===== src/rtl/fifo_umbrales_if.sv =====
// Handshake, data and status bundle between a FIFO user (master) and the FIFO itself (slave).
interface fifo_umbrales_if #(
  parameter int tamano_datos    = 10,
  parameter int tamano_direcion = 3
);
  logic                       write_enable;
  logic                       read_enable;
  logic [tamano_datos-1:0]    data_in;
  logic [tamano_direcion:0]   umbral_alto;
  logic [tamano_direcion:0]   umbral_bajo;
  logic                       clear_error;
  logic [tamano_datos-1:0]    data_out;
  logic                       valid_out;
  logic                       full;
  logic                       empty;
  logic                       almost_full;
  logic                       almost_empty;
  logic                       error;
  logic [tamano_direcion:0]   count;

  modport master (
    output write_enable, read_enable, data_in, umbral_alto, umbral_bajo, clear_error,
    input  data_out, valid_out, full, empty, almost_full, almost_empty, error, count
  );

  modport slave (
    input  write_enable, read_enable, data_in, umbral_alto, umbral_bajo, clear_error,
    output data_out, valid_out, full, empty, almost_full, almost_empty, error, count
  );
endinterface


===== src/rtl/fifo_umbrales.sv =====
// Synchronous FIFO with programmable almost-full/almost-empty thresholds,
// registered read data and a sticky overflow/underflow error flag.
module fifo_umbrales #(
  parameter int tamano_datos    = 10,
  parameter int tamano_direcion = 3
) (
  input  logic            clk,
  input  logic            reset,
  fifo_umbrales_if.slave  bus
);
  localparam int DEPTH = 2 ** tamano_direcion;
  localparam logic [tamano_direcion:0]   FULL_COUNT = (tamano_direcion + 1)'(DEPTH);
  localparam logic [tamano_direcion:0]   COUNT_ONE  = (tamano_direcion + 1)'(1);
  localparam logic [tamano_direcion-1:0] PTR_ONE    = tamano_direcion'(1);

  logic [tamano_datos-1:0]    mem_r [DEPTH];
  logic [tamano_direcion-1:0] wr_ptr_r;
  logic [tamano_direcion-1:0] rd_ptr_r;
  logic [tamano_direcion:0]   count_r;
  logic [tamano_datos-1:0]    data_out_r;
  logic                       valid_out_r;
  logic                       error_r;

  logic is_full_s;
  logic is_empty_s;
  logic rd_acc_s;
  logic wr_acc_s;
  logic overflow_s;
  logic underflow_s;

  // Accept decisions: a read needs stored data (no fall-through); a write may
  // use the slot freed by a same-cycle read even when full.
  always_comb begin
    is_full_s   = (count_r == FULL_COUNT);
    is_empty_s  = (count_r == '0);
    rd_acc_s    = bus.read_enable && !is_empty_s;
    wr_acc_s    = bus.write_enable && (!is_full_s || rd_acc_s);
    overflow_s  = bus.write_enable && is_full_s && !rd_acc_s;
    underflow_s = bus.read_enable && is_empty_s;
  end

  // Storage array; intentionally not reset, only written on accepted writes.
  always_ff @(posedge clk) begin
    if (wr_acc_s && reset) begin
      mem_r[wr_ptr_r] <= bus.data_in;
    end
  end

  // Pointers, occupancy, registered read port and sticky error flag.
  always_ff @(posedge clk) begin
    if (!reset) begin
      wr_ptr_r    <= '0;
      rd_ptr_r    <= '0;
      count_r     <= '0;
      data_out_r  <= '0;
      valid_out_r <= 1'b0;
      error_r     <= 1'b0;
    end else begin
      if (wr_acc_s) begin
        wr_ptr_r <= wr_ptr_r + PTR_ONE;
      end
      if (rd_acc_s) begin
        rd_ptr_r   <= rd_ptr_r + PTR_ONE;
        data_out_r <= mem_r[rd_ptr_r];
      end
      valid_out_r <= rd_acc_s;
      case ({wr_acc_s, rd_acc_s})
        2'b10:   count_r <= count_r + COUNT_ONE;
        2'b01:   count_r <= count_r - COUNT_ONE;
        default: count_r <= count_r;
      endcase
      // A new fault in the same cycle wins over a clear request.
      if (overflow_s || underflow_s) begin
        error_r <= 1'b1;
      end else if (bus.clear_error) begin
        error_r <= 1'b0;
      end
    end
  end

  assign bus.data_out     = data_out_r;
  assign bus.valid_out    = valid_out_r;
  assign bus.count        = count_r;
  assign bus.error        = error_r;
  assign bus.full         = is_full_s;
  assign bus.empty        = is_empty_s;
  assign bus.almost_full  = (count_r >= bus.umbral_alto);
  assign bus.almost_empty = (count_r <= bus.umbral_bajo);
endmodule


===== src/flat_wrapper.sv =====
// flat-port wrapper written by rule: the top's interface ports become plain ports
module fifo_umbrales_flat 
#(
  parameter int tamano_datos    = 10,
  parameter int tamano_direcion = 3
)
  (clk, reset, bus_write_enable, bus_read_enable, bus_data_in, bus_umbral_alto, bus_umbral_bajo, bus_clear_error, bus_data_out, bus_valid_out, bus_full, bus_empty, bus_almost_full, bus_almost_empty, bus_error, bus_count);
  fifo_umbrales_if #(.tamano_datos(tamano_datos), .tamano_direcion(tamano_direcion)) bus_i ();
  input  logic clk;
  input  logic reset;
  input wire logic [$bits(bus_i.write_enable)-1:0] bus_write_enable;
  input wire logic [$bits(bus_i.read_enable)-1:0] bus_read_enable;
  input wire logic [$bits(bus_i.data_in)-1:0] bus_data_in;
  input wire logic [$bits(bus_i.umbral_alto)-1:0] bus_umbral_alto;
  input wire logic [$bits(bus_i.umbral_bajo)-1:0] bus_umbral_bajo;
  input wire logic [$bits(bus_i.clear_error)-1:0] bus_clear_error;
  output wire logic [$bits(bus_i.data_out)-1:0] bus_data_out;
  output wire logic [$bits(bus_i.valid_out)-1:0] bus_valid_out;
  output wire logic [$bits(bus_i.full)-1:0] bus_full;
  output wire logic [$bits(bus_i.empty)-1:0] bus_empty;
  output wire logic [$bits(bus_i.almost_full)-1:0] bus_almost_full;
  output wire logic [$bits(bus_i.almost_empty)-1:0] bus_almost_empty;
  output wire logic [$bits(bus_i.error)-1:0] bus_error;
  output wire logic [$bits(bus_i.count)-1:0] bus_count;
  assign bus_i.write_enable = bus_write_enable;
  assign bus_i.read_enable = bus_read_enable;
  assign bus_i.data_in = bus_data_in;
  assign bus_i.umbral_alto = bus_umbral_alto;
  assign bus_i.umbral_bajo = bus_umbral_bajo;
  assign bus_i.clear_error = bus_clear_error;
  assign bus_data_out = bus_i.data_out;
  assign bus_valid_out = bus_i.valid_out;
  assign bus_full = bus_i.full;
  assign bus_empty = bus_i.empty;
  assign bus_almost_full = bus_i.almost_full;
  assign bus_almost_empty = bus_i.almost_empty;
  assign bus_error = bus_i.error;
  assign bus_count = bus_i.count;
  fifo_umbrales #(.tamano_datos(tamano_datos), .tamano_direcion(tamano_direcion)) u_core (.clk(clk), .reset(reset), .bus(bus_i));
endmodule

===== config.mk =====
export PLATFORM = sky130hd
export DESIGN_NAME = fifo_umbrales_flat
export DESIGN_NICKNAME = d
export VERILOG_FILES = /design/src/rtl/fifo_umbrales_if.sv /design/src/rtl/fifo_umbrales.sv /design/src/flat_wrapper.sv
export SDC_FILE = /design/constraint.sdc
export NUM_CORES = 1
export LEC_CHECK = 0
export ABC_AREA = 1
export CAP_MARGIN = 5
export CORE_UTILIZATION = 61
export DETAILED_ROUTE_END_ITERATION = 12
export PLACE_DENSITY = 0.85
export SLEW_MARGIN = 20
export SYNTH_ARGS = -nofsm -noshare
export SYNTH_HDL_FRONTEND = slang
export SYNTH_SLANG_ARGS = --single-unit

===== constraint.sdc =====
create_clock -name clk -period 6.25 [get_ports clk]
set_input_delay 1.25 -clock clk [delete_from_list [all_inputs] [get_ports clk]]
set_output_delay 1.25 -clock clk [all_outputs]
set_load 0.005 [all_outputs]

==> flow_summary_export.csv, run 1 <==
group,metric,value,unit
status,status,"complete, no violations",
synthesis,synth_area,4290,µm²
sta,rsz0062_at_grt,"false",
floorplanning,fp.dieW,85.9,µm
route,vias,3053,
setup_path,cpLargestDelayFamily,"buffers and inverters",
sta,worstMarginPinSlew,1.07,ns
synthesis,syn_nets,412,
synthesis,synth_edf_count,80,
power_and_ir_drop,power_density,327,nW/µm²
grt,grt_pass1_vias,2835,
route,firstDrtPassIters,5,
clocking,ctsHoldBuffers,0,
final_layout,antenna_cells,0,
final_layout,layout-drive-gt1-share,0.0875,
sta,fin_ws,2.12,ns
clocking,cts_buffers,9,
placement,place_hpwl,5510,µm
synthesis,ys_seq_area_frac,0.663,
setup_path,slowest_stage,"clkdlybuf4s50_1",
synthesis,yosysWarnings,0,
route,drc,0,
synthesis,synth.top_cell.area_share,0.560,
setup_path,crit_chain,"clkdlybuf4s50_1 -> inv_1 -> ha_1 -> inv_1 -> nor2_1 -> o21bai_1 -> nand2_1 -> o21ai_0 -> clkdlybuf4s50_1",
sta,fmax,0.242,GHz
grt,grt_pass1_wl,14000,µm
min_path,hold_class,"register to register",
route,postRouteAntennaNets,0,
placement,gp_congestion,0.770,
setup_path,criticalPathCategory,"primary input to output port",
min_path,hp-start,"u_core.bus.data_out[5]$_SDFFE_PN0N_",
setup_path,crit_path_max_fanout,2,
setup_path,start_kind,"primary input",
grt,grt_usage,0.257,
clocking,root_buffer,"clkbuf_8",
clocking,clkSinkCount,102,
route,first_iter_violations,282,
synthesis,syn_avg_cell_area,11.4,µm²
sta,slew_violations,0,
final_layout,finalNetCount,452,
grt,antenna_found_initial,0,
synthesis,yosysTopAreaCell,"edfxtp_1",
floorplanning,coreArea,6790,µm²
route,wl_per_cell,16.9,µm
setup_path,cp_data_required_time,5.00,ns
sta,final.min_clock_period,4.13,ns
clocking,clk_pin_slew,0.10,ns
synthesis,synthCells,378,
clocking,htreeDepth,3,
sta,fin_crit_sh,0.660,
power_and_ir_drop,leakagePower,1.79,nW
power_and_ir_drop,ir_worst_vdd,0.260,mV
floorplanning,start_util,0.631,
sta,slew_headroom,0.284,
synthesis,synth.most_common_cell,"edfxtp_1",
placement,dp_slack,2.12,ns
synthesis,ys_top_cells_by_area,"edfxtp_1 (56%), dfxtp_1 (10%), o21ai_0 (5.6%)",
setup_path,crit_buf_inv,4,
sta,finClkSkew,0.00692,ns
route,routed_wirelength,8780,µm
synthesis,yosys-top-cells-count,"edfxtp_1 (80), nor2_1 (54), o21ai_0 (48), nand2_1 (31), inv_1 (30)",
sta,hold_viol,0,
floorplanning,dieArea,7370,µm²
sta,setup_tns,0,ns
clocking,cts.repair.resized,0,
setup_path,critical-path-max-stage-delay,0.52,ns
clocking,clock_path_buffers,2,
synthesis,ys_seq_elements,102,
clocking,insertion_delay,0.36,ns
grt,overflow,0,
grt,grt_max_degree,43,
setup_path,r2r-start,"u_core.bus.count[1]$_SDFFE_PN0P_",
floorplanning,die_y,85.9,µm
clocking,postCtsSetupRepairBufs,0,
synthesis,synth.distinct_cells,29,
setup_path,end_kind,"output port",
setup_path,crit_arrival,2.88,ns
floorplanning,ios,43,
placement,port-buffer-count,42,
final_layout,syn_to_final_growth,16.6,%
floorplanning,rows,30,
setup_path,worstSetupStartpoint,"bus_umbral_bajo[1]",
flow_run,drv_cap,0,
route,via_per_inst,5.88,
synthesis,synth_top_flop_cell,"edfxtp_1",
synthesis,ys_async_sr_fraction,0,
sta,setup_viol,0,
clocking,cts_tree,"built",
[layout make-up]
cell class | count | area (µm²)
Sequential cell | 102 | 2840
Fill cell | 454 | 1790
Multi-Input combinational cell | 226 | 1250
Timing Repair Buffer | 47 | 458
Clock buffer | 9 | 124
Inverter | 32 | 121
Tap cell | 96 | 120
Clock inverter | 7 | 82.6
[through the flow]
stage | instance area (µm²) | hold WS [ns] | power, mW | instances | utilization
after detailed placement | 4790 | 0.456 | 1.23 | 503 | 0.705
after global placement | 4790 | 0.452 | 1.21 | 503 | 0.705
after global routing | 5000 | 0.483 | 1.72 | 519 | 0.736
after floorplan | 4290 | 0.460 | 1.07 | 378 | -
final | 5000 | 0.468 | 1.64 | 519 | 0.736
after CTS | 5000 | 0.470 | 1.64 | 519 | 0.736
[per-layer routing]
layer / track usage / wire [µm] / vias to the layer above
met2: 0.408 / 4400 / 137
li1: - / - / 1439
met4: 0.0773 / 143 / 0
met1: 0.357 / 3640 / 1461
met3: 0.0606 / 586 / 16
met5: 0 / 0 / -
[worst paths after layout]
path / to / slack [ns] / cells past startpoint
setup / recovery: bus_almost_empty / 2.12 / 9
hold / removal: u_core.bus.data_out[5]$_SDFFE_PN0N_ / 0.47 / 2
setup reg to reg: u_core.mem_r[3][2]$_DFFE_PP_ / 3.79 / 6
hold reg to reg: u_core.bus.data_out[5]$_SDFFE_PN0N_ / 0.47 / 2
[worst reg2reg max path, stage by stage (launching register included)]
cell	delay, ns
dfxtp_1	0.57
nor4_2	0.14
nand2_2	0.10
nand2_2	0.10
inv_1	0.11
nand3_1	0.19
nor2_1	0.88
[flip-flops by register name, indices dropped and copies added, names as in the netlist]
register              count
u_core.bus.data_out      10
u_core.bus.error          1
u_core.bus.count          4
u_core.bus.valid_out      1
u_core.rd_ptr_r           3
u_core.mem_r             80
u_core.wr_ptr_r           3
[logic make-up after synthesis]
family / count (synthesis) / synth area share
AOI/OAI and AO/OA: 101 / 0.138
xor gates and xnor gates: 2 / 0.00408
adders and majority gates: 11 / 0.0321
buffers and inverters: 50 / 0.0464
and+or+nand+nor: 112 / 0.117
DFF: 102 / 0.663
[power breakdown]
| part | total, mW | internal [mW] | switching (mW) | leakage (nW) |
|---|---|---|---|---|
| Sequential | 0.809 | 0.769 | 0.0400 | 0.904 |
| Clock | 0.417 | 0.191 | 0.226 | 0.103 |
| Combinational | 0.410 | 0.173 | 0.238 | 0.780 |
[layout by cell type, fill, tap and decap left out, types with 2 or more instances in the layout]
| master | n |
|---|---|
| o211ai_1 | 12 |
| nand2_4 | 2 |
| dfxtp_1 | 22 |
| nand3_1 | 8 |
| clkdlybuf4s50_1 | 42 |
| nand2_1 | 31 |
| o22ai_1 | 10 |
| nor2_1 | 52 |
| nor3_1 | 5 |
| nand2_2 | 5 |
| ha_1 | 11 |
| nor2_2 | 3 |
| edfxtp_1 | 80 |
| inv_2 | 2 |
| clkinv_2 | 2 |
| nand4_1 | 3 |
| clkbuf_8 | 9 |
| a31oi_1 | 2 |
| o21ai_0 | 48 |
| inv_1 | 29 |
| a21oi_1 | 17 |
| o221ai_1 | 10 |
| xor2_1 | 2 |
| clkinv_4 | 2 |
| inv_8 | 2 |
| buf_4 | 5 |
(Power assumes the default switching activity.)
==> run 2: changes to the inputs <==
--- a/config.mk
+++ b/config.mk
@@ -7,9 +7,9 @@
 export LEC_CHECK = 0
 export ABC_AREA = 1
 export CAP_MARGIN = 5
-export CORE_UTILIZATION = 61
+export CORE_UTILIZATION = 51
 export DETAILED_ROUTE_END_ITERATION = 12
-export PLACE_DENSITY = 0.85
+export PLACE_DENSITY = 0.75
 export SLEW_MARGIN = 20
 export SYNTH_ARGS = -nofsm -noshare
 export SYNTH_HDL_FRONTEND = slang
==> constraint.sdc (replaced) <==
create_clock -name clk -period 3.5 [get_ports clk]
set_input_delay 0.7 -clock clk [delete_from_list [all_inputs] [get_ports clk]]
set_output_delay 0.7 -clock clk [all_outputs]
set_load 0.005 [all_outputs]
==> flow_summary_export.csv, run 2 (synthesized netlist as in run 1, its figures left out) <==
group,metric,value,unit
final_layout,antenna_cells,0,
clocking,ctsHoldBuffers,0,
setup_path,start_kind,"primary input",
placement,post-place-cells,518,
sta,fin_crit_sh,0.860,
clocking,htreeDepth,3,
clocking,cts.repair.resized,0,
final_layout,finalNetCount,458,
setup_path,crit_arrival,2.31,ns
flow_run,drv_cap,0,
route,drc,0,
setup_path,end_kind,"output port",
sta,hold_viol,0,
final_layout,fin_cells,534,
floorplanning,ios,43,
sta,setup_viol,0,
route,first_iter_violations,187,
placement,place_hpwl,5460,µm
route,routed_wirelength,8670,µm
final_layout,regMostFlops,"u_core.mem_r",
floorplanning,fp.dieW,93.7,µm
grt,antenna_found_initial,0,
clocking,clkSinkCount,102,
floorplanning,coreArea,8180,µm²
status,status,"complete, no violations",
sta,final.min_clock_period,3.01,ns
clocking,postCtsSetupRepairBufs,0,
sta,worstMarginPinSlew,0.747,ns
grt,grt_pass1_vias,2803,
sta,rsz0062_at_grt,"false",
setup_path,cp_data_required_time,2.80,ns
power_and_ir_drop,power_density,569,nW/µm²
placement,port-buffer-count,42,
setup_path,critical-path-max-stage-delay,0.51,ns
sta,slew_violations,0,
route,vias,2958,
setup_path,slowest_stage,"clkdlybuf4s50_1",
clocking,root_buffer,"clkbuf_8",
setup_path,crit_path_max_fanout,2,
route,via_per_inst,5.54,
final_layout,layout_common_cells,"edfxtp_1 (80), nor2_1 (54), o21ai_0 (48)",
floorplanning,start_util,0.525,
route,firstDrtPassIters,6,
setup_path,ff2ff_path_depth,6,
floorplanning,rows,33,
placement,gp_congestion,0.820,
setup_path,cp.depth,9,
sta,slew_headroom,0.502,
sta,finClkSkew,0.0156,ns
grt,grt_max_degree,42,
power_and_ir_drop,leakagePower,1.80,nW
setup_path,crit_buf_inv,4,
clocking,clock_path_buffers,2,
clocking,cts_tree,"built",
min_path,min_path_cells,2,
power_and_ir_drop,ir_worst_vdd,0.278,mV
route,postRouteAntennaNets,0,
min_path,hold_class,"register to register",
setup_path,cpLargestDelayFamily,"buffers and inverters",
final_layout,fillerInstances,669,
floorplanning,dieArea,8780,µm²
setup_path,criticalPathCategory,"primary input to output port",
sta,setup_tns,0,ns
clocking,insertion_delay,0.37,ns
sta,fmax,0.332,GHz
final_layout,largest_register_ffs,80,
final_layout,syn_to_final_growth,17.2,%
setup_path,crit_chain,"clkdlybuf4s50_1 -> inv_1 -> ha_1 -> inv_1 -> nor2_1 -> o21bai_1 -> nand2_1 -> o21ai_0 -> clkdlybuf4s50_1",
floorplanning,die_y,93.7,µm
grt,grt_pass1_wl,13700,µm
clocking,cts_buffers,9,
final_layout,postLayoutCellArea,5030,µm²
placement,dpl_cell_area,4850,µm²
route,wl_per_cell,16.2,µm
grt,overflow,0,
clocking,clk_pin_slew,0.09,ns
final_layout,layout-drive-gt1-share,0.0909,
final_layout,mostFrequentLayoutCell,"edfxtp_1",
grt,grt_usage,0.212,
==> run 2: path summary, 6_finish.rpt <==
kind                                                     startpoint  slack (ns)                                   to
worst max-delay path                             bus_umbral_bajo[1]        0.49                     bus_almost_empty
worst min-delay path            u_core.bus.data_out[0]$_SDFFE_PN0N_        0.47  u_core.bus.data_out[0]$_SDFFE_PN0N_
worst max register to register      u_core.rd_ptr_r[0]$_SDFFE_PN0N_        1.58  u_core.bus.data_out[3]$_SDFFE_PN0N_
worst min register to register  u_core.bus.data_out[0]$_SDFFE_PN0N_        0.47  u_core.bus.data_out[0]$_SDFFE_PN0N_
==> run 2: worst reg2reg max path, stage by stage (launching register included) <==
cell and delay [ns]:
dfxtp_1 0.32, inv_1 0.54, buf_4 0.35, o21ai_0 0.10
o221ai_1 0.20, o211ai_1 0.17, a21oi_1 0.17
==> run 2: stage by stage <==
stage	hold slack [ns]	setup WS, ns	power, mW	utilization
6_report	0.469	0.489	2.86	0.615
5_1_grt	0.492	0.375	3.01	0.615
3_5_place_dp	0.457	0.477	2.20	0.593
2_1_floorplan	0.460	1.33	1.91	-
4_1_cts	0.471	0.486	2.88	0.615
3_3_place_gp	0.453	0.510	2.17	0.593
==> run 2: power by group <==
| group | leakage [nW] | switching, mW | internal (mW) |
|---|---|---|---|
| Combinational | 0.812 | 0.427 | 0.315 |
| Clock | 0.0869 | 0.419 | 0.273 |
| Sequential | 0.904 | 0.0533 | 1.37 |
| Total | 1.80 | 0.900 | 1.96 |
==> run 2: cell type report <==
class	instances	area [µm²]	area share
flip-flops and latches	102	2840	0.565
multi-input cells	226	1250	0.248
repair buffers	53	503	0.100
well taps	105	131	0.0261
clock buffers	10	128	0.0254
inverters	32	121	0.0241
clock inverters	6	55.1	0.0109
==> run 2: routing by layer <==
metal | track usage | share of wire
met5 | 0 | 0
met4 | 0.0923 | 0.014
met3 | 0.0380 | 0.074
met2 | 0.349 | 0.48
met1 | 0.274 | 0.43
==> run 3: changes to the inputs <==
--- a/config.mk
+++ b/config.mk
@@ -5,11 +5,11 @@
 export SDC_FILE = /design/constraint.sdc
 export NUM_CORES = 1
 export LEC_CHECK = 0
-export ABC_AREA = 1
+export ABC_AREA = 0
 export CAP_MARGIN = 5
-export CORE_UTILIZATION = 51
+export CORE_UTILIZATION = 56
 export DETAILED_ROUTE_END_ITERATION = 12
-export PLACE_DENSITY = 0.75
+export PLACE_DENSITY = 0.79
 export SLEW_MARGIN = 20
 export SYNTH_ARGS = -nofsm -noshare
 export SYNTH_HDL_FRONTEND = slang
==> constraint.sdc (replaced) <==
create_clock -name clk -period 2.9 [get_ports clk]
set_input_delay 0.58 -clock clk [delete_from_list [all_inputs] [get_ports clk]]
set_output_delay 0.58 -clock clk [all_outputs]
set_load 0.005 [all_outputs]
==> flow_summary_export.csv, run 3 <==
group,metric,value,unit
placement,place_hpwl,5410,µm
sta,rsz0062_at_grt,"false",
synthesis,synth_top_flop_cell,"edfxtp_1",
clocking,root_buffer,"clkbuf_8",
status,status,"complete, no violations",
final_layout,multiInputGateArea,1270,µm²
placement,port-buffer-count,42,
final_layout,antenna_cells,0,
final_layout,layout_common_cells,"edfxtp_1 (80), clkdlybuf4s50_1 (40), dfxtp_1 (22)",
sta,slew_violations,0,
route,postRouteAntennaNets,0,
power_and_ir_drop,p_comb_frac,0.298,
power_and_ir_drop,power_density,729,nW/µm²
setup_path,reg2reg_slack,0.68,ns
grt,overflow,0,
flow_run,drv_cap,0,
power_and_ir_drop,leakagePower,1.75,nW
clocking,clk_pin_slew,0.10,ns
placement,dpl_cell_area,4860,µm²
route,via_per_inst,5.68,
synthesis,synth_compound_area_frac,0.0666,
sta,fin_crit_sh,0.947,
clocking,cts_buffers,9,
clocking,clkSinkCount,102,
synthesis,yosys.area_share.xor_xnor,0.00825,
route,firstDrtPassIters,4,
grt,grt_pass1_wl,12500,µm
final_layout,layout-drive-gt1-share,0.213,
synthesis,ys_seq_elements,102,
floorplanning,start_util,0.582,
grt,grt_pass1_vias,2446,
route,drc,0,
setup_path,end_kind,"output port",
sta,fmax,0.364,GHz
sta,fin_ws,0.152,ns
placement,gp_congestion,0.711,
route,first_iter_violations,130,
setup_path,start_kind,"primary input",
synthesis,ys_async_sr_fraction,0,
synthesis,yosysWarnings,0,
synthesis,synth.most_common_cell,"edfxtp_1",
final_layout,postLayoutCellArea,5040,µm²
route,wl_per_cell,18.8,µm
sta,setup_viol,0,
clocking,htreeDepth,3,
power_and_ir_drop,power_frac_clock,0.221,
floorplanning,rows,31,
final_layout,syn_to_final_growth,18.8,%
synthesis,synth.distinct_cells,48,
sta,hold_viol,0,
power_and_ir_drop,p_seq_frac,0.480,
grt,antenna_found_initial,0,
grt,grt_usage,0.226,
clocking,postCtsSetupRepairBufs,0,
final_layout,mostFrequentLayoutCell,"edfxtp_1",
final_layout,fillerInstances,510,
synthesis,synth_area,4250,µm²
route,routed_wirelength,8160,µm
synthesis,synth.top_cell.area_share,0.566,
power_and_ir_drop,finalPower,3.68,mW
power_and_ir_drop,switching_share,0.288,
floorplanning,fp.dieW,89.1,µm
power_and_ir_drop,p_switching,1.06,mW
clocking,ctsHoldBuffers,0,
clocking,cts_tree,"built",
synthesis,synth_top_family_by_area,"multiplexers",
synthesis,syn_nets,303,
synthesis,synthMuxAreaShare,0.118,
final_layout,regMostFlops,"u_core.mem_r",
clocking,cts.repair.resized,2,
sta,worstMarginPinSlew,0.669,ns
clocking,insertion_delay,0.36,ns
power_and_ir_drop,ir_worst_vdd,0.337,mV
synthesis,ys_top_cells_by_area,"edfxtp_1 (57%), mux4_2 (11%), dfxtp_1 (10%)",
synthesis,yosysTopAreaCell,"edfxtp_1",
setup_path,crit_path_max_fanout,2,
setup_path,cp_data_required_time,2.32,ns
placement,post-place-cells,417,
synthesis,ys_seq_area_frac,0.670,
sta,slew_headroom,0.554,
final_layout,seqCellArea,2840,µm²
synthesis,synthSimpleGateAreaFrac,0.0725,
power_and_ir_drop,internal-power,2.62,mW
floorplanning,coreArea,7290,µm²
floorplanning,die_y,89.1,µm
min_path,hold_class,"register to register",
synthesis,synthAdderAreaFrac,0.0324,
placement,dp_slack,-0.147,ns
final_layout,finalNetCount,363,
synthesis,synthCells,269,
synthesis,syn_avg_cell_area,15.8,µm²
synthesis,synth_edf_count,80,
setup_path,crit_arrival,2.17,ns
synthesis,yosys-top-cells-count,"edfxtp_1 (80), dfxtp_1 (22), nor2_1 (21), mux4_2 (20), o21ai_0 (14)",
clocking,clock_path_buffers,2,
sta,final.min_clock_period,2.75,ns
sta,finClkSkew,0.0161,ns
final_layout,largest_register_ffs,80,
grt,grt_max_degree,23,
floorplanning,dieArea,7930,µm²
final_layout,fin_cells,433,
setup_path,criticalPathCategory,"primary input to output port",
floorplanning,ios,43,
route,vias,2459,
==> run 3: cell types whose count changed in the layout (fill, tap and decap cells not counted), sizes merged, moves of 8 or more <==
cell	delta
o221ai	-10
nand3	-8
o211ai	-10
nor2	-34
buf	+10
a21oi	-16
o21ai	-34
inv	-21
mux4	+20
nand2	-28
==> run 3: final timing paths <==
kind | startpoint | to | cells past startpoint
min | u_core.bus.data_out[0]$_SDFFE_PN0N_ | u_core.bus.data_out[0]$_SDFFE_PN0N_ | 2
max | bus_umbral_bajo[1] | bus_almost_empty | 8
max reg2reg | u_core.bus.count[3]$_SDFFE_PN0P_ | u_core.bus.count[2]$_SDFFE_PN0P_ | 9
min reg2reg | u_core.bus.data_out[0]$_SDFFE_PN0N_ | u_core.bus.data_out[0]$_SDFFE_PN0N_ | 2
==> run 3: per-stage QoR <==
| step | utilization | hold WS, ns | setup TNS [ns] |
|---|---|---|---|
| 2_1_floorplan | - | 0.493 | 0 |
| 3_3_place_gp | 0.667 | 0.493 | -0.108 |
| 3_5_place_dp | 0.667 | 0.508 | -0.162 |
| 4_1_cts | 0.691 | 0.531 | 0 |
| 5_1_grt | 0.692 | 0.546 | 0 |
| 6_report | 0.692 | 0.523 | 0 |
==> run 3: power by group through the flow <==
stage               clock network (mW)  registers, mW  logic, mW
global placement                     0           1.79       1.09
finish                           0.815           1.77       1.10
CTS                              0.830           1.77       1.11
global route                     0.880           1.78       1.20
detailed placement                   0           1.80       1.11
floorplan                            0           1.78      0.742
==> run 3: kinds of logic (layout without fill, tap and decap cells) <==
group           Yosys count  count (layout)
flops                   102             102
simple gates             60              60
compound gates           42              42
mux                      25              25
buf+inv                  25              90
fa+ha+maj                11              11
xor+xnor                  4               4
==> run 3: layer usage <==
metal | part of all wire | wire length, µm | GRT usage
met5 | 0 | 0 | 0
met2 | 0.52 | 4240 | 0.387
met1 | 0.41 | 3340 | 0.281
met3 | 0.057 | 465 | 0.0517
met4 | 0.014 | 114 | 0.0895
==> run 3: layout make-up <==
type	instances	share of cell area
timing repair buffer	63	0.117
tap	99	0.0246
sequential	102	0.563
multi-input combinational	142	0.251
clock inverter	7	0.0112
clock buffer	9	0.0246
inverter	11	0.00843
==> run 3: worst max-delay path, stage by stage <==
cell	delay, ns
clkdlybuf4s50_1	0.45
inv_1	0.04
ha_1	0.27
nor2b_1	0.13
o21a_1	0.16
o21a_1	0.16
o21ai_0	0.13
dlygate4sd2_1	0.25
==> RTL change 1, RTL diff (config.mk and constraints of run 1) <==
`tamano_datos` is set to 10 in 3 places; all go to 9.
--- a/src/rtl/fifo_umbrales_if.sv
+++ b/src/rtl/fifo_umbrales_if.sv
@@ -1,6 +1,6 @@
 // Handshake, data and status bundle between a FIFO user (master) and the FIFO itself (slave).
 interface fifo_umbrales_if #(
-  parameter int tamano_datos    = 10,
+  parameter int tamano_datos    = 9,
   parameter int tamano_direcion = 3
 );
   logic                       write_enable;
--- a/src/rtl/fifo_umbrales.sv
+++ b/src/rtl/fifo_umbrales.sv
@@ -1,7 +1,7 @@
 // Synchronous FIFO with programmable almost-full/almost-empty thresholds,
 // registered read data and a sticky overflow/underflow error flag.
 module fifo_umbrales #(
-  parameter int tamano_datos    = 10,
+  parameter int tamano_datos    = 9,
   parameter int tamano_direcion = 3
 ) (
   input  logic            clk,
--- a/src/flat_wrapper.sv
+++ b/src/flat_wrapper.sv
@@ -1,7 +1,7 @@
 // flat-port wrapper written by rule: the top's interface ports become plain ports
 module fifo_umbrales_flat 
 #(
-  parameter int tamano_datos    = 10,
+  parameter int tamano_datos    = 9,
   parameter int tamano_direcion = 3
 )
   (clk, reset, bus_write_enable, bus_read_enable, bus_data_in, bus_umbral_alto, bus_umbral_bajo, bus_clear_error, bus_data_out, bus_valid_out, bus_full, bus_empty, bus_almost_full, bus_almost_empty, bus_error, bus_count);
Interface: changed (resized bus_data_in and bus_data_out); port bits go from 43 to 41. The function was not compared with the original's and may differ.
==> RTL change 1 against run 1 <==
Worst hold slack gained 0.0035 ns. Area after synthesis shrank 7.8%. Fmax shrank 0.21%. Sequential cell count shrank 9. Combinational power shrank 6.8%. Worst setup slack lost 0.0088 ns. Final area shrank 8.4%. Wire length shrank 7.9%. Power shrank 8.2%. Critical endpoint unchanged. Largest cell class unchanged.
==> RTL change 1: results <==
[status]
status = "finished, final reports clean"

[synthesis]
synth.yosys.seq_area_share = 0.653
synth-edff-count = 72
synth_nets = 387
synth_area_leaders = "edfxtp_1 (55%), dfxtp_1 (11%), o21ai_0 (5.6%), nor2_1 (4.8%), ha_1 (3.5%)"
synthTopCellsByCount = "edfxtp_1 (72), nor2_1 (51), o21ai_0 (44)"
yosys_warnings = 0
syn_avg_cell_area_um2 = 11.2
synthDistinctLibCells = 29
async_reset_ff_frac = 0

[hold_path]
hold_class = "register to register"

[setup_path]
reg2reg_slack_ns = 3.98
slowest_delay_ns = 0.52
cp_max_fo = 2
cp_data_arrival_time_ns = 2.89
cp_slowest_cell = "clkdlybuf4s50_1"

[drt]
routed_via_density = 6.13
drt_iter0_drc = 258
dr.pass1.iters = 5
drt-total-wl_um = 8080

[power]
p_leak_nw = 1.65
max-vdd-ir-drop_mv = 0.213

[placement]
gp_congestion = 0.816
dp_cells = 454
dp_hpwl_um = 5050
io_buffers = 40

[clock_network]
cts_sinks = 93
clk_path_buf_depth = 2
cts_buffers = 9
cts-root-buf = "clkbuf_8"
postCtsSetupBuffers = 0
postCtsResizedCells = 0
worst_setup_hold_path_clk_slew_ns = 0.09
cts-htree-levels = 3
clkLatencyLatePin_ns = 0.36

[layout]
fin_nets = 423
largest_reg_flops = 72
instances_no_fill = 470
regMostFlops = "u_core.mem_r"
layout-drive-gt1-share = 0.0810
diodes = 0

[global_routing]
grt_pass1_vias = 2633
grt_max_degree = 39
track_usage = 0.258
antenna_found_initial = 0
grt_pass1_wl_um = 12300

[sta]
clock_skew_ns = 0.00995
tightest_slew_ns = 1.02
RTL change 1: path summary, 6_finish.rpt:
kind	endpoint	cells past startpoint	startpoint
setup reg to reg	u_core.mem_r[6][2]$_DFFE_PP_	6	u_core.bus.count[1]$_SDFFE_PN0P_
hold reg to reg	u_core.bus.data_out[3]$_SDFFE_PN0N_	2	u_core.bus.data_out[3]$_SDFFE_PN0N_
hold / removal	u_core.bus.data_out[3]$_SDFFE_PN0N_	2	u_core.bus.data_out[3]$_SDFFE_PN0N_
setup / recovery	bus_almost_empty	9	bus_umbral_bajo[1]
RTL change 1: through the flow:
step / area, µm² / hold slack, ns / power, mW / util / setup slack [ns]
6_report: 4580 / 0.472 / 1.50 / 0.752 / 2.11
5_1_grt: 4580 / 0.492 / 1.57 / 0.752 / 2.00
3_3_place_gp: 4390 / 0.452 / 1.11 / 0.720 / 2.17
2_1_floorplan: 3960 / 0.461 / 0.987 / - / 3.14
3_5_place_dp: 4390 / 0.460 / 1.13 / 0.720 / 2.10
4_1_cts: 4580 / 0.473 / 1.50 / 0.752 / 2.09
RTL change 1: worst max-delay path, delay by kind of cell:
| family | cells | cell delay [ns] |
|---|---|---|
| AND/OR/NAND/NOR | 2 | 0.08 |
| AO/OA/AOI/OAI | 2 | 0.18 |
| adder cells (fa/ha/maj) | 1 | 0.29 |
| buffers and inverters | 4 | 1.08 |
RTL change 1: layout make-up:
type,count,area (µm²)
multi-input cells,213,1180
fillers,384,1510
clock inverters,7,70.1
inverters,32,121
flip-flops and latches,93,2580
well taps,75,93.8
clock buffers,9,124
repair buffers,41,408
RTL change 1: kinds of logic after synthesis:
kind of cell	count (synthesis)	synth area share
AND/OR/NAND/NOR	107	0.118
buffers and inverters	48	0.0528
XOR/XNOR	2	0.00443
flip-flops	93	0.653
AO/OA/AOI/OAI	93	0.137
adder cells (fa/ha/maj)	11	0.0348
RTL change 1: power breakdown:
part	total (mW)	switching [mW]	internal (mW)	leakage, nW
logic	0.382	0.220	0.162	0.730
registers	0.740	0.0383	0.701	0.823
clock network	0.380	0.226	0.154	0.0947
total	1.50	0.485	1.02	1.65
RTL change 1: routing by layer:
| layer | up-vias | part of all wire | global-route usage | wire, µm |
|---|---|---|---|---|
| met1 | 1355 | 0.41 | 0.322 | 3320 |
| met5 | - | 0 | 0 | 0 |
| met3 | 27 | 0.077 | 0.0538 | 624 |
| met4 | 0 | 0.031 | 0.183 | 248 |
| met2 | 158 | 0.48 | 0.402 | 3890 |
| li1 | 1343 | - | - | - |
==> RTL change 2, RTL diff (flow settings as in run 1) <==
Made on the original files. Reset style: asynchronous (`reset`), changed in one clocked block.
--- a/src/rtl/fifo_umbrales.sv
+++ b/src/rtl/fifo_umbrales.sv
@@ -47,7 +47,7 @@
   end
 
   // Pointers, occupancy, registered read port and sticky error flag.
-  always_ff @(posedge clk) begin
+  always_ff @(posedge clk or negedge reset) begin
     if (!reset) begin
       wr_ptr_r    <= '0;
       rd_ptr_r    <= '0;
Function: differs if reset is asserted again (counterexample within 4 cycles, from zero or initial values and one cycle with reset low); with reset held inactive, the same outputs for 10 cycles.
==> RTL change 2 against run 1 <==
Power rose by 29%. Via count shrank 4.8%. Core utilization increased by 0.39 points. Critical path depth did not move. Area after synthesis grew 0.47%. Final area rose by 0.53%. Worst hold slack better by 0.019 ns. Clock skew grew 0.0022 ns. Sequential power grew 16%. Worst setup slack lost 0.080 ns. Die area grew 0.45%. Non-clock buffer count up 1. Wire length decreased by 1.7%. Sequential cell count stayed put. Critical path type unchanged. Critical endpoint unchanged. Largest cell class unchanged. Highest routed layer unchanged.
==> RTL change 2: results <==
[status]
status = "finished, final reports clean"

[layout]
fin_nets = 435

[setup_path]
r2r_start = "u_core.bus.count[1]$_DFFE_PN0P_"
cp_data_arrival_time_ns = 2.96
reg2reg_slack_ns = 3.58

[placement]
gp_congestion = 0.807
dp_hpwl_um = 5300
preCtsSetupSlack_ns = 2.06
place_area_um2 = 4830
dp_cells = 486

[hold_path]
min_from = "u_core.bus.data_out[7]$_DFFE_PN0N_"

[synthesis]
synth_area_leaders = "edfxtp_1 (56%), dfrtp_1 (13%), o21ai_0 (5.0%), nor2_1 (4.3%), nand2_1 (4.0%)"
synth.yosys.seq_area_share = 0.685
synthDistinctLibCells = 27
synth_nets = 392
syn_inst = 358
async_reset_ff_frac = 0.216
synthTopCellsByCount = "edfxtp_1 (80), nor2_1 (49), nand2_1 (46)"

[drt]
vias = 2905
routed_via_density = 5.79
drt_iter0_drc = 319
post_drt_wl_per_cell_um = 17.2
dr.pass1.iters = 6

[clock_network]
postCtsSetupBuffers = 0
cts-htree-levels = 3

[sta]
post-route-min-period_ns = 4.21
relSlewSlack = 0.246
clock_skew_ns = 0.00910
holdWs_ns = 0.487

[power]
max-vdd-ir-drop_mv = 0.286

[global_routing]
grt_pass1_vias = 2703
grt_pass1_wl_um = 13500
-- RTL change 2: layout make-up --
type	instances	area, µm²	share of cell area
multi-input combinational	214	1200	0.238
inverter	26	100	0.0199
sequential	102	2950	0.587
clock buffer	9	124	0.0246
tap	96	120	0.0239
clock inverter	7	67.6	0.0134
timing repair buffer	48	465	0.0926
-- RTL change 2: cells by family (layout without fill, tap and decap cells) --
family,Yosys count,count (layout),share of synthesized area
AOI/OAI and AO/OA,81,81,0.115
and+or+nand+nor,115,115,0.116
xor gates and xnor gates,7,7,0.0142
buffers and inverters,42,90,0.0374
adders and majority gates,11,11,0.0319
DFF,102,102,0.685
-- RTL change 2: worst paths after layout --
check	endpoint	cells past startpoint
max	bus_almost_empty	9
min	u_core.bus.data_out[7]$_DFFE_PN0N_	2
max reg2reg	u_core.mem_r[3][8]$_DFFE_PP_	8
min reg2reg	u_core.bus.data_out[7]$_DFFE_PN0N_	2
max in group asynchronous	u_core.bus.data_out[4]$_DFFE_PN0N_	2
min in group asynchronous	u_core.bus.count[0]$_DFFE_PN0P_	2
-- RTL change 2: power by group --
group,switching [mW],leakage [nW],internal (mW)
sequential,0.0953,0.988,0.845
clock,0.234,0.0936,0.153
combinational,0.455,0.804,0.323
-- RTL change 2: per-layer routing --
| layer | vias up | global-route usage | wire length (µm) |
|---|---|---|---|
| li1 | 1363 | - | - |
| met1 | 1366 | 0.340 | 3450 |
| met2 | 162 | 0.396 | 4280 |
| met3 | 14 | 0.0606 | 779 |
| met4 | 0 | 0.105 | 115 |
| met5 | - | 0 | 0 |
-- RTL change 2: critical path, cell delays in order --
cell,delay [ns]
clkdlybuf4s50_1,0.46
inv_1,0.04
ha_1,0.28
inv_1,0.07
nor2_1,0.05
o21bai_1,0.11
nand2_1,0.05
o21ai_0,0.09
clkdlybuf4s50_1,0.55
